### config.mk
export PLATFORM = sky130hd
export DESIGN_NAME = astra_pifo_ingress
export DESIGN_NICKNAME = d
export VERILOG_FILES = /design/src/rtl/astra_pifo_pkg.sv /design/src/rtl/astra_sync_fifo.sv /design/src/rtl/astra_pifo_ingress.sv
export SDC_FILE = /design/constraint.sdc
export NUM_CORES = 1
export LEC_CHECK = 0
export BUFFER_PORTS_ARGS = -buffer_cell sky130_fd_sc_hd__buf_2
export CORE_ASPECT_RATIO = 1.1
export CORE_MARGIN = 1
export CORE_UTILIZATION = 40
export DETAILED_ROUTE_END_ITERATION = 6
export GPL_ROUTABILITY_DRIVEN = 1
export SKIP_LAST_GASP = 1
export SLEW_MARGIN = 5
export SYNTH_ARGS = -nofsm -noshare
export SYNTH_HDL_FRONTEND = slang
export SYNTH_SLANG_ARGS = --single-unit
### constraint.sdc
create_clock -name i_clk -period 4.7 [get_ports i_clk]
set_input_delay 0.235 -clock i_clk [delete_from_list [all_inputs] [get_ports i_clk]]
set_output_delay 0.235 -clock i_clk [all_outputs]
set_load 0.02 [all_outputs]
### src/rtl/astra_pifo_pkg.sv
// Shared types and constants for the Astra PIFO ingress stage.
// Entries are {meta, prio}; the all-ones priority tag is reserved for empty node slots.
package astra_pifo_pkg;

  localparam int PTW = 16;
  localparam int MTW = 32;
  localparam int CAP = 340;
  localparam int QD  = 4;

  typedef struct packed {
    logic [MTW-1:0] meta;
    logic [PTW-1:0] prio;
  } entry_t;

  localparam logic [PTW-1:0] PRIO_RESERVED = '1;
  localparam logic [PTW-1:0] PRIO_CLAMP    = PRIO_RESERVED - PTW'(1);

  function automatic int cntw(input int cap);
    return $clog2(cap + 1);
  endfunction

  localparam int CNTW = cntw(CAP);

endpackage

### src/rtl/astra_sync_fifo.sv
// Synchronous FIFO with registered full/empty; read data is the head, dequeued by rd_rdy.
// Zero read latency; writes refused while full, reads ignored while empty.
module astra_sync_fifo #(
  parameter int WIDTH = 8,
  parameter int DEPTH = 4
) (
  input  logic             i_clk,
  input  logic             i_arst_n,
  input  logic             wr_vld,
  input  logic [WIDTH-1:0] wr_dat,
  input  logic             rd_rdy,
  output logic [WIDTH-1:0] rd_dat,
  output logic             full,
  output logic             empty
);

  localparam int AW = $clog2(DEPTH);

  logic [WIDTH-1:0] mem [DEPTH];
  logic [AW-1:0]    wr_ptr, rd_ptr, wr_nxt, rd_nxt;
  logic             do_wr, do_rd;

  assign do_wr  = wr_vld & ~full;
  assign do_rd  = rd_rdy & ~empty;
  assign wr_nxt = wr_ptr + AW'(1);
  assign rd_nxt = rd_ptr + AW'(1);
  assign rd_dat = mem[rd_ptr];

  always_ff @(posedge i_clk) begin
    if (do_wr) mem[wr_ptr] <= wr_dat;
  end

  // Flags only move when exactly one side is active; simultaneous read+write keeps fill level.
  always_ff @(posedge i_clk or negedge i_arst_n) begin
    if (!i_arst_n) begin
      wr_ptr <= '0;
      rd_ptr <= '0;
      full   <= 1'b0;
      empty  <= 1'b1;
    end else begin
      if (do_wr) wr_ptr <= wr_nxt;
      if (do_rd) rd_ptr <= rd_nxt;
      if (do_wr && !do_rd) begin
        empty <= 1'b0;
        full  <= (wr_nxt == rd_ptr);
      end else if (do_rd && !do_wr) begin
        full  <= 1'b0;
        empty <= (rd_nxt == wr_ptr);
      end
    end
  end

endmodule

### src/rtl/astra_pifo_ingress.sv
// Issue stage ahead of the PIFO root: queues pushes, issues push/pop/swap once per cycle, tracks occupancy.
// Pop result valid one cycle after issue; no pop issued while the result slot is held by m_pop_ready=0.
module astra_pifo_ingress #(
  parameter int PTW = astra_pifo_pkg::PTW,
  parameter int MTW = astra_pifo_pkg::MTW,
  parameter int CAP = astra_pifo_pkg::CAP,
  parameter int QD  = astra_pifo_pkg::QD
) (
  input  logic                     i_clk,
  input  logic                     i_arst_n,
  input  logic                     s_push_valid,
  output logic                     s_push_ready,
  input  logic [MTW+PTW-1:0]       s_push_data,
  input  logic                     s_pop_valid,
  output logic                     s_pop_ready,
  output logic                     m_pop_valid,
  input  logic                     m_pop_ready,
  output logic [MTW+PTW-1:0]       m_pop_data,
  output logic                     o_node_push,
  output logic                     o_node_pop,
  output logic [MTW+PTW-1:0]       o_node_push_data,
  input  logic [MTW+PTW-1:0]       i_node_pop_data,
  input  logic                     i_node_ready,
  output logic [$clog2(CAP+1)-1:0] o_count,
  output logic                     o_empty,
  output logic                     o_full
);

  import astra_pifo_pkg::*;

  localparam int CW = cntw(CAP);

  entry_t        in_ent, wr_ent, head;
  logic          push_en, q_full, q_empty, enq;
  logic          res_vld, res_free, pop_ok, push_ok;
  logic [CW-1:0] count;

  always_comb begin
    in_ent = entry_t'(s_push_data);
    wr_ent = in_ent;
    if (in_ent.prio == PRIO_RESERVED) wr_ent.prio = PRIO_CLAMP;
  end

  // Holds s_push_ready low while reset is asserted and for the first edge after release.
  always_ff @(posedge i_clk or negedge i_arst_n) begin
    if (!i_arst_n) push_en <= 1'b0;
    else           push_en <= 1'b1;
  end

  assign s_push_ready = push_en & ~q_full;
  assign enq          = s_push_valid & s_push_ready;

  astra_sync_fifo #(
    .WIDTH (MTW + PTW),
    .DEPTH (QD)
  ) u_push_q (
    .i_clk    (i_clk),
    .i_arst_n (i_arst_n),
    .wr_vld   (enq),
    .wr_dat   (wr_ent),
    .rd_rdy   (push_ok),
    .rd_dat   (head),
    .full     (q_full),
    .empty    (q_empty)
  );

  assign res_free = ~res_vld | m_pop_ready;
  assign pop_ok   = s_pop_valid & res_free & i_node_ready & ((count != '0) | ~q_empty);
  assign push_ok  = ~q_empty & i_node_ready & ((count != CW'(CAP)) | pop_ok);

  always_ff @(posedge i_clk or negedge i_arst_n) begin
    if (!i_arst_n) begin
      count   <= '0;
      res_vld <= 1'b0;
    end else begin
      if (push_ok && !pop_ok)      count <= count + CW'(1);
      else if (pop_ok && !push_ok) count <= count - CW'(1);
      res_vld <= pop_ok | (res_vld & ~m_pop_ready);
    end
  end

  assign s_pop_ready      = pop_ok;
  assign o_node_push      = push_ok;
  assign o_node_pop       = pop_ok;
  assign o_node_push_data = push_ok ? head : '0;
  // The node holds its pop register between pops, so the result passes straight through.
  assign m_pop_valid      = res_vld;
  assign m_pop_data       = res_vld ? i_node_pop_data : '0;
  assign o_count          = count;
  assign o_empty          = (count == '0);
  assign o_full           = (count == CW'(CAP));

endmodule

# Word level (Yosys, flattened, before mapping)
# Memories as Yosys holds them, arrays and structs flattened.
# Index checks and enable logic that the tools add are counted.
# word_totals
regBits,17
mem_bits_rw,192
in_bits,102
out_inout_bits,112
word_cells,58
memories,1
# op_classes
addsub,4
n_eq_ne,5
n_mux,11
n_bitwise,18
reduce_logical,12
# memory_table
name,words,word_bits,read_ports,rd_clocked_by_memory_dff,write_ports,line,source
u_push_q.mem,4,48,1,0,1,astra_sync_fifo.sv:19,logic [WIDTH-1:0] mem [DEPTH];
# op_table
operator,n
2-to-1 mux 48 bit,2
2-to-1 mux 9 bit,2
"equality test 16 bit, second input constant",1
2-to-1 mux 16 bit,1
AND 1 bit,10
"adder 9 x 1 -> 9 bit, second input constant",1
"equality test 9 bit, second input constant",1
logical NOT 9 bit,1
"!= test 9 bit, second input constant",1
nonzero test 9 bit,1
"subtractor 9 x 1 -> 9 bit, second input constant",1
2-to-1 mux 1 bit,6
"adder 2 x 1 -> 2 bit, second input constant",2
equality test 2 bit,2
logical AND 1 bit,4
logical NOT 1 bit,4
inverter 1 bit,4
bitwise OR 1 bit,4
nonzero test 2 bit,2

# Logic depth before layout (Yosys ltp)
# depth
depth_word,11
ltp_mapped,13
depth_no_buf,12

# Cells and area by module
# Synthesis repeated with hierarchy kept, for this count alone.
# hier_totals
cells_unflattened,517
hier_area_um2,8987.4
# modules_own_cells
mod,n_inst,cells_per_inst,area_per_inst_um2,seq_area_each_um2
astra_sync_fifo,1,288,7365.8,5916.9
astra_pifo_ingress,1,229,1621.6,275.3

# Worst setup path before layout
# No wires, ideal clock.
# synth_path
path_kind,register to register
from,reg count[0] (netlist: o_count[0])
to,reg count[8] (netlist: o_count[8])
setup_time_ns,0.110
t_arrival_ns,3.574
t_required_ns,4.590
path_slack_ns,1.016
path_stages_with_launch,12
path_buffers,0
period_less_slack_ns,3.684
cell_sequence,dfrtp_1 or4_4 nor3_1 a21o_1 ha_1 inv_1 ha_1 nor2b_1 o31ai_2 a211oi_1 o21a_1 o41ai_1
# synth_between
elab_chain_len,8
word_cells_on_any_way,15
cone_classes,add/sub (2); eq/ne (1); mux (2); bitwise (4); reduce/logical (6)
# synth_rtl
element,line,source
from (decl),astra_pifo_ingress.sv:36,logic [CW-1:0] count;
from (signal assigned),astra_pifo_ingress.sv:76,if (push_ok && !pop_ok) count <= count + CW'(1);
from (signal assigned),astra_pifo_ingress.sv:77,else if (pop_ok && !push_ok) count <= count - CW'(1);
nonzero test 9 bit,astra_pifo_ingress.sv:68,assign pop_ok = s_pop_valid & res_free & i_node_ready & ((count != '0) | ~q_empty);
bitwise OR 1 bit,astra_pifo_ingress.sv:68,
AND 1 bit,astra_pifo_ingress.sv:68,
bitwise OR 1 bit,astra_pifo_ingress.sv:69,assign push_ok = ~q_empty & i_node_ready & ((count != CW'(CAP)) | pop_ok);
AND 1 bit,astra_pifo_ingress.sv:69,
logical NOT 1 bit,astra_pifo_ingress.sv:77,
logical AND 1 bit,astra_pifo_ingress.sv:77,
nonzero test 2 bit (no source line),n/a,
# Several ways; a longest one is shown, not always the timed one. The select of a mux whose other input is x is not followed.
# A chain may end at the register's enable or synchronous reset.

# Worst setup path in the final report
# Same ends and word-level chain as after synthesis.

==> results.toml <==
[setup_path]
slowest_stage = "or4_4"
crit_chain = "or4_4, nor3_4, a21o_4, inv_4, ha_1, inv_1, ha_1, nor2b_1, o31ai_2, a211oi_1, o21a_1, o41ai_1"
cp_slowest_stage_delay_ps = 580
path_common_cell = "ha_1"
critPathCaptureType = "flop"
critPathBufInv = 2
arrival_ps = 4210
cp.required_ps = 5090
path_delay_family = "compound AO/OA/AOI/OAI gates"
startpoint_type = "flop"
path_class = "flop to flop"
worstPathMaxFanout = 51

[clock_tree]
cts_setup_buffers = 0
cts_resized = 0
ctsHoldBuffers = 47
cts_buffer_depth = 3
cts_tree = "built"
cts_sinks = 209
numCtsBuffers = 22
clk_latency_ps = 500
clkTransAtPathRegs_ps = 60
h-tree-depth = 1
root_buffer = "clkbuf_16"

[die]
dieArea_um2 = 23200
num_rows = 57
start_util_pct = 40.8
coreArea_um2 = 22100
io_pins = 214
fp.dieH_um = 160
die_x_um = 145

[pwr]
leakage_uw = 0.00449
p_per_area_nw_per_um2 = 552
max-vdd-ir-drop_v = 0.000291

[drt]
wirelength_mm = 20.0
vias_per_cell = 4.99
drc = 0
dr_wl_met2_mm = 10.7
initialDrtViolationCount = 207
drt-met1-wl_mm = 7.63
num_vias = 5366
wl_per_cell_um = 18.6
first_pass_iters = 4
top_layer = "met4"
wl_met3_mm = 1.17
drt.antenna.violating_nets = 0

[logic_synthesis]
synth_cell_types = 46
synth_area_um2 = 9020
yosysTopAreaCell = "edfxtp_1"
synth.area.top_cells = "edfxtp_1 64%, mux4_2 12%, dfrtp_1 4.4%, and2_4 4.4%, and2_1 3.5%"
async_flop_share_pct = 8.13
yosys_register_bits = 209
synth_top_flop_cell = "edfxtp_1"
synth.avg_cell_area_um2 = 17.5
synth-edff-count = 192
synthesis.nets = 631
yosysTopAreaCellShare_pct = 63.9
ys_seq_area_share_pct = 68.6
synth_warnings = 0
syn_inst = 515

[grt]
grt-ovfl-total = 0
first_global_vias = 5617
grt_pass1_wl_mm = 30.8
grtUsageTotal_pct = 17.5
grt_max_degree = 52
antenna_found_initial = 2

[cells_and_area]
fillers = 1825
final_common_cell = "buf_2"
area_growth_pct = 27.3
drive_gt1_share_pct = 45.4
final_cell_mix = "213 x buf_2, 192 x edfxtp_1, 51 x and2_1"
nNetsFinal = 881

[sta]
max_freq_mhz = 262
rsz0062_at_grt = "no"
clock_skew_ps = 17.3
setup_viol = 0
finalCritPeriodShare_pct = 81.3
tightest_slew_ps = 1070
hold_slack_ps = 35.2
finalHoldViolCount = 0
relSlewSlack_pct = 28.7
setup_slack_ps = 879
drv_slew = 0
tns_ps = 0
fin_crit_ps = 3820

[min_path]
min_path_type = "primary input to flop"

[run_status]
status = "complete, no violations"

[placed_design]
dp_slack_ps = 811
dpl.hpwl_mm = 12.7
port_buffers = 213
place.gp.congestion = 1.02

[run]
cap_violations = 0
## Yosys cell counts, types with 2 or more instances
cell and count:
mux4_2 48, ha_1 13, xnor2_1 6, a21oi_1 6, and2_1 51, nor2b_1 2
and2_4 45, buf_2 5, nand2b_1 2, xor2_1 4, dfrtp_1 16, a21o_1 2
and3_1 4, edfxtp_1 192, nand2_1 15, a211oi_1 2, nand3_1 3, buf_6 5
o21ai_0 11, clkbuf_1 29, inv_1 13, nand4_1 4, o211ai_1 3, nor3_1 7
nor2_1 4, o21a_1 3
## sequential cells by signal (all words and copies together) (netlist names)
name / cells
u_push_q.mem: 192
u_push_q.wr_ptr: 2
u_push_q.full: 1
u_push_q.empty: 1
m_pop_valid: 1
o_count: 9
u_push_q.rd_ptr: 2
push_en: 1
## final cells by class
class                   count  area [um^2]  share of cell area (%)
diodes                      1         2.50                  0.0218
repair buffers            266         1580                    13.8
multi-input cells         252         2580                    22.5
clock buffers              32          609                    5.30
flip-flops and latches    209         6200                    53.9
inverters                  14         55.1                   0.479
well taps                 295          369                    3.21
clock inverters             7         92.6                   0.806
## power breakdown
group	internal [uW]	switching, uW	leakage [uW]
Combinational	1030	1050	0.00221
Sequential	2290	287	0.00195
Clock	1010	679	0.000332
## logic make-up (layout without fill, tap and decap cells)
family                   after synthesis  in the layout  synth area share (%)
XOR/XNOR                              11             11                  1.15
buffers and inverters                 54            319                  2.80
multiplexers                          49             49                  12.1
other                                  1              2                0.0416
AO/OA/AOI/OAI                         35             35                  2.65
AND/OR/NAND/NOR                      142            142                  10.6
adder cells (fa/ha/maj)               14             14                  2.02
flip-flops                           209            209                  68.6
## layer usage
metal,global-route usage (%),vias to the layer above
li1,-,2451
met1,20.2,2662
met2,32.3,217
met3,3.24,36
met4,6.41,0
met5,0,-
## stage by stage
stage | instance area (um^2) | instances | power (uW) | utilization [%]
detailed placement | 10300 | 989 | 4710 | 46.7
CTS | 11500 | 1075 | 6440 | 52.0
global placement | 10300 | 989 | 4680 | 46.7
finish | 11500 | 1076 | 6350 | 52.0
floorplan | 9020 | 515 | 4120 | -
global route | 11500 | 1076 | 6680 | 52.0
## path summary, 6_finish.rpt
kind,startpoint,to,slack (ps),cells past startpoint
max,o_count[0]$_DFFE_PN0P_,o_count[8]$_DFFE_PN0P_,880,12
min,s_push_data[10],u_push_q.mem[2][10]$_DFFE_PP_,40,1
max reg2reg,o_count[0]$_DFFE_PN0P_,o_count[8]$_DFFE_PN0P_,880,12
min reg2reg,u_push_q.empty$_DFFE_PN1P_,u_push_q.empty$_DFFE_PN1P_,490,2
max in group asynchronous,i_arst_n,u_push_q.rd_ptr[0]$_DFFE_PN0P_,4150,2
min in group asynchronous,i_arst_n,o_count[8]$_DFFE_PN0P_,220,2
(Power assumes the default switching activity.)
